`config.mk`:
```
export PLATFORM = sky130hd
export DESIGN_NAME = biriscv_mcycle_sched
export DESIGN_NICKNAME = d
export VERILOG_FILES = /design/src/rtl/biriscv_mcycle_sched_pkg.sv /design/src/rtl/biriscv_mcycle_sched.sv
export SDC_FILE = /design/constraint.sdc
export NUM_CORES = 1
export LEC_CHECK = 0
export CORE_AREA = 2 2 176 178
export DETAILED_ROUTE_END_ITERATION = 10
export DIE_AREA = 0 0 178 180
export PLACE_DENSITY = 0.67
export SETUP_SLACK_MARGIN = 0.4
export SLEW_MARGIN = 10
export SYNTH_ARGS = -nofsm -noshare
export SYNTH_HDL_FRONTEND = slang
export SYNTH_SLANG_ARGS = --single-unit
```
`constraint.sdc`:
```
create_clock -name clk_i -period 7.4 [get_ports clk_i]
set_clock_uncertainty 0.05 [all_clocks]
set_input_delay 1.48 -clock clk_i [delete_from_list [all_inputs] [get_ports clk_i]]
set_output_delay 1.48 -clock clk_i [all_outputs]
set_load 0.02 [all_outputs]
```
`src/rtl/biriscv_mcycle_sched_pkg.sv`:
```
// Shared types for the multi-cycle scheduler: FSM states and the one-hot
// op-type encoding used on the backend command interface.
package biriscv_mcycle_sched_pkg;

  typedef enum logic [2:0] {
    ST_IDLE  = 3'd0,
    ST_REQ   = 3'd1,
    ST_WAIT  = 3'd2,
    ST_RESP  = 3'd3,
    ST_DRAIN = 3'd4
  } state_t;

  // Bit 0 drives unit_div_o, bit 1 drives unit_mule_o.
  typedef enum logic [1:0] {
    OP_NONE = 2'b00,
    OP_DIV  = 2'b01,
    OP_MULE = 2'b10
  } op_t;

  // A request with both type bits set is a divide.
  function automatic op_t decode_op(input logic is_div, input logic is_mule);
    if (is_div)
      return OP_DIV;
    else if (is_mule)
      return OP_MULE;
    else
      return OP_NONE;
  endfunction

  function automatic logic op_supported(input op_t op, input logic div_ok,
                                        input logic mule_ok);
    return ((op == OP_DIV) && div_ok) || ((op == OP_MULE) && mule_ok);
  endfunction

endpackage

```
`src/rtl/biriscv_mcycle_sched.sv`:
```
// Arbitrates the two issue slots onto the shared divider/mule backend, tracks
// the in-flight destination register and returns tagged results.
module biriscv_mcycle_sched
  import biriscv_mcycle_sched_pkg::*;
#(
  parameter int SUPPORT_DIV  = 1,
  parameter int SUPPORT_MULE = 1
) (
  input  logic        clk_i,
  input  logic        rst_i,
  input  logic        req0_valid_i,
  input  logic        req0_div_i,
  input  logic        req0_mule_i,
  input  logic [31:0] req0_opcode_i,
  input  logic [31:0] req0_ra_i,
  input  logic [31:0] req0_rb_i,
  input  logic [4:0]  req0_rd_i,
  output logic        req0_accept_o,
  input  logic        req1_valid_i,
  input  logic        req1_div_i,
  input  logic        req1_mule_i,
  input  logic [31:0] req1_opcode_i,
  input  logic [31:0] req1_ra_i,
  input  logic [31:0] req1_rb_i,
  input  logic [4:0]  req1_rd_i,
  output logic        req1_accept_o,
  input  logic        squash_i,
  output logic        unit_valid_o,
  output logic        unit_div_o,
  output logic        unit_mule_o,
  output logic [31:0] unit_opcode_o,
  output logic [31:0] unit_ra_o,
  output logic [31:0] unit_rb_o,
  input  logic        unit_accept_i,
  input  logic        div_complete_i,
  input  logic        mule_complete_i,
  input  logic [31:0] div_result_i,
  input  logic [31:0] mule_result_i,
  output logic        busy_o,
  output logic [4:0]  busy_rd_o,
  output logic        complete_o,
  output logic        complete_slot_o,
  output logic [4:0]  complete_rd_o,
  output logic [31:0] complete_result_o,
  output logic [31:0] busy_cycles_o
);

  localparam logic DIV_OK  = (SUPPORT_DIV != 0);
  localparam logic MULE_OK = (SUPPORT_MULE != 0);

  state_t      state_q, state_d;
  op_t         op_q, op_d;
  logic [31:0] opcode_q, opcode_d;
  logic [31:0] ra_q, ra_d;
  logic [31:0] rb_q, rb_d;
  logic [4:0]  rd_q, rd_d;
  logic        slot_q, slot_d;
  logic [31:0] result_q, result_d;
  logic [31:0] busy_cycles_q, busy_cycles_d;

  op_t  op0, op1;
  logic qual0, qual1;
  logic match_complete;

  always_comb begin
    op0   = decode_op(req0_div_i, req0_mule_i);
    op1   = decode_op(req1_div_i, req1_mule_i);
    qual0 = req0_valid_i && op_supported(op0, DIV_OK, MULE_OK) && !squash_i;
    qual1 = req1_valid_i && op_supported(op1, DIV_OK, MULE_OK) && !squash_i;

    req0_accept_o = (state_q == ST_IDLE) && qual0;
    req1_accept_o = (state_q == ST_IDLE) && qual1 && !qual0;

    match_complete = ((op_q == OP_DIV) && div_complete_i) ||
                     ((op_q == OP_MULE) && mule_complete_i);
  end

  always_comb begin
    state_d       = state_q;
    op_d          = op_q;
    opcode_d      = opcode_q;
    ra_d          = ra_q;
    rb_d          = rb_q;
    rd_d          = rd_q;
    slot_d        = slot_q;
    result_d      = result_q;
    busy_cycles_d = (state_q != ST_IDLE) ? busy_cycles_q + 32'd1 : busy_cycles_q;

    case (state_q)
      ST_IDLE: begin
        if (req0_accept_o) begin
          op_d     = op0;
          opcode_d = req0_opcode_i;
          ra_d     = req0_ra_i;
          rb_d     = req0_rb_i;
          rd_d     = req0_rd_i;
          slot_d   = 1'b0;
          state_d  = ST_REQ;
        end else if (req1_accept_o) begin
          op_d     = op1;
          opcode_d = req1_opcode_i;
          ra_d     = req1_ra_i;
          rb_d     = req1_rb_i;
          rd_d     = req1_rd_i;
          slot_d   = 1'b1;
          state_d  = ST_REQ;
        end
      end
      ST_REQ: begin
        if (squash_i)
          state_d = ST_IDLE;
        else if (unit_accept_i)
          state_d = ST_WAIT;
      end
      // Squash beats a same-cycle completion; DRAIN then waits for a fresh one.
      ST_WAIT: begin
        if (squash_i)
          state_d = ST_DRAIN;
        else if (match_complete) begin
          result_d = (op_q == OP_DIV) ? div_result_i : mule_result_i;
          state_d  = ST_RESP;
        end
      end
      ST_RESP: state_d = ST_IDLE;
      ST_DRAIN: begin
        if (match_complete)
          state_d = ST_IDLE;
      end
      default: state_d = ST_IDLE;
    endcase
  end

  always_ff @(posedge clk_i or posedge rst_i) begin
    if (rst_i) begin
      state_q       <= ST_IDLE;
      op_q          <= OP_NONE;
      opcode_q      <= 32'd0;
      ra_q          <= 32'd0;
      rb_q          <= 32'd0;
      rd_q          <= 5'd0;
      slot_q        <= 1'b0;
      result_q      <= 32'd0;
      busy_cycles_q <= 32'd0;
    end else begin
      state_q       <= state_d;
      op_q          <= op_d;
      opcode_q      <= opcode_d;
      ra_q          <= ra_d;
      rb_q          <= rb_d;
      rd_q          <= rd_d;
      slot_q        <= slot_d;
      result_q      <= result_d;
      busy_cycles_q <= busy_cycles_d;
    end
  end

  assign unit_valid_o      = (state_q == ST_REQ);
  assign unit_div_o        = (op_q == OP_DIV);
  assign unit_mule_o       = (op_q == OP_MULE);
  assign unit_opcode_o     = opcode_q;
  assign unit_ra_o         = ra_q;
  assign unit_rb_o         = rb_q;
  assign busy_o            = (state_q != ST_IDLE);
  assign busy_rd_o         = ((state_q == ST_REQ) || (state_q == ST_WAIT) ||
                              (state_q == ST_RESP)) ? rd_q : 5'd0;
  assign complete_o        = (state_q == ST_RESP) && !squash_i;
  assign complete_slot_o   = slot_q;
  assign complete_rd_o     = rd_q;
  assign complete_result_o = result_q;
  assign busy_cycles_o     = busy_cycles_q;

endmodule

```
==> metrics.yaml <==
layout:
  fill_cells: 2899
  final_common_cell: "clkdlybuf4s50_1"
  antenna_cells: 0
  finish.net_count: 1502
  syn_to_final_growth_pct: 66.5
  final_area_sq_um: 13700
  final_cell_mix: "clkdlybuf4s50_1 (455), dfrtp_1 (171), a31oi_1 (133), mux2i_1 (103), a21oi_1 (101)"
  fin_util: 0.453
  drive_gt1_frac: 0.0413
sta:
  slew_headroom: 0.197
  final-hold-violation-count: 0
  finalSetupViolCount: 0
  finalCritPeriodShare: 0.668
  fmax_mhz: 202
  period_needed_ns: 4.94
  max_slew.worst_pin.slew_ns: 1.21
  slew_violations: 0
  rsz0062_at_grt: "no"
  fin_tns_setup_ns: 0
drt:
  drc: 0
  dr_wl_met2_um: 14800
  wl_per_cell_um: 18.0
  top_layer_used: "met4"
  wl_met3_um: 1780
  dr.pass1.iters: 5
  antenna_left: 0
  wl_met1_um: 12400
  routed_via_density: 4.82
  num_vias: 7871
  drt_iter0_markers: 494
  routed_wl_um: 29400
clocking:
  clock_latency_ns: 0.42
  cts_setup_buffers: 0
  clockRootBuffer: "clkbuf_16"
  tritoncts: "yes"
  cts_sinks: 171
  ctsHtreeMaxLevel: 4
  cts-resized-gates: 0
  clk_pin_slew_worst_paths_ns: 0.07
  clock_path_buffers: 2
  holdBufCountCts: 0
  numCtsBuffers: 17
logic_synthesis:
  synth_top_cell_area_share: 0.521
  synth_cell_types: 40
  ys_warn_count: 0
  yosys-top-cells-area: "dfrtp_1 (52%), mux2i_1 (13%), a31oi_1 (10%)"
  ys_seq_elements: 171
  yosysSeqAreaShare: 0.521
  synthCells: 812
  async_flop_share: 1.00
  synth.largest_area_cell: "dfrtp_1"
  syn_area_per_cell_sq_um: 10.1
  synth_edf_count: 0
  synth_nets: 1091
  synth_top_flop_cell: "dfrtp_1"
  synth_area_sq_um: 8220
placement:
  gp_congestion: 0.854
  hpwl_um: 21300
  io_buffers: 455
  dpl_cell_area_sq_um: 13100
power_and_ir_drop:
  p_leak_nw: 5.22
  powerDensity_nw_per_um2: 376
  ir_worst_vdd_v: 0.000329
die:
  die_h_um: 180
  fp.dieW_um: 178
  initial_core_util: 0.272
  num_rows: 64
  coreArea_sq_um: 30200
  io_pins: 456
  die_area_sq_um: 32000
setup_path:
  path_class: "input port to output pin"
  end_kind: "output pin"
  start_kind: "input port"
  ff2ff_setup_slack_ns: 4.57
  crit_required_ns: 5.87
  cp_max_fo: 7
  cp.arrival_ns: 3.41
global_routing:
  grt_overflow_total: 0
  track_usage: 0.177
  antenna_found_initial: 1
  grt_max_degree: 208
  grt_pass1_wl_um: 44100
  grt_pass1_vias: 7609
run:
  maxCapViolCount: 0
worst_hold_path:
  hold_class: "flop to flop"
status:
  outcome: "complete, no violations"
-- routing by layer --
metal | global-route usage | up-vias
li1 | - | 3801
met1 | 0.232 | 3781
met2 | 0.298 | 267
met3 | 0.0400 | 22
met4 | 0.0397 | 0
met5 | 0 | -
-- cells in the mapped netlist, types with 6 or more instances --
master    count
a21oi_1     101
nand4_1      11
clkbuf_1     58
nor2_1       44
nand2b_1      6
buf_4         7
xnor2_1      26
mux2i_1     103
nand2_1      81
nand3_1      13
a31oi_1     133
buf_2         7
dfrtp_1     171
-- power by group --
part           leakage, nW  total [mW]  internal, mW  switching, mW
clock network        0.297       0.943         0.519          0.423
logic                 2.90        2.62          1.18           1.44
registers             2.02        1.58          1.32          0.261
total                 5.22        5.14          3.01           2.13
-- flip-flops by register name, summed over array words and instances, names as in the netlist --
| name | cells |
|---|---|
| busy_cycles_o | 32 |
| complete_rd_o | 5 |
| complete_result_o | 32 |
| complete_slot_o | 1 |
| op_q | 2 |
| state_q | 3 |
| unit_opcode_o | 32 |
| unit_ra_o | 32 |
| unit_rb_o | 32 |
-- final cells by class --
cell class	instances	area, sq um	area share
Inverter	5	23.8	0.00174
Clock inverter	13	158	0.0115
Timing Repair Buffer	464	4630	0.339
Sequential cell	171	4280	0.313
Multi-Input combinational cell	564	3650	0.267
Clock buffer	19	443	0.0324
Tap cell	396	495	0.0362
-- critical path: stages --
cell             delay [ns]
clkdlybuf4s50_1        0.62
nand2b_1               0.30
nor2_1                 0.10
nor3_1                 0.25
clkdlybuf4s50_1        0.65
-- stage by stage --
| stage | setup slack [ns] | power [mW] | std cells | hold WS (ns) |
|---|---|---|---|---|
| after global routing | 2.35 | 5.45 | 1632 | 0.454 |
| after CTS | 2.45 | 5.18 | 1632 | 0.443 |
| final | 2.46 | 5.14 | 1632 | 0.441 |
| after floorplan | 1.24 | 2.94 | 812 | 0.472 |
| after detailed placement | 2.45 | 4.22 | 1600 | 0.424 |
| after global placement | 2.47 | 4.19 | 1600 | 0.418 |
-- cells by family after synthesis --
group | count (synthesis) | synth area share
AOI/OAI and AO/OA | 246 | 0.175
DFF | 171 | 0.521
buffers and inverters | 77 | 0.0394
adders and majority gates | 1 | 0.00152
muxes | 104 | 0.127
and+or+nand+nor | 182 | 0.104
xor gates and xnor gates | 31 | 0.0330
-- final timing paths --
check / endpoint / depth (start not counted) / startpoint
worst min-delay path: busy_cycles_o[31]$_DFFE_PP0N_ / 1 / busy_cycles_o[31]$_DFFE_PP0N_
max in group asynchronous: unit_rb_o[7]$_DFFE_PP0P_ / 3 / rst_i
worst max-delay path: req1_accept_o / 5 / squash_i
min in group asynchronous: unit_opcode_o[16]$_DFFE_PP0P_ / 2 / rst_i
worst max register to register: unit_ra_o[15]$_DFFE_PP0P_ / 6 / state_q[1]$_DFFE_PP0P_
worst min register to register: busy_cycles_o[31]$_DFFE_PP0N_ / 1 / busy_cycles_o[31]$_DFFE_PP0N_
Power figures use the tool's default switching activity.
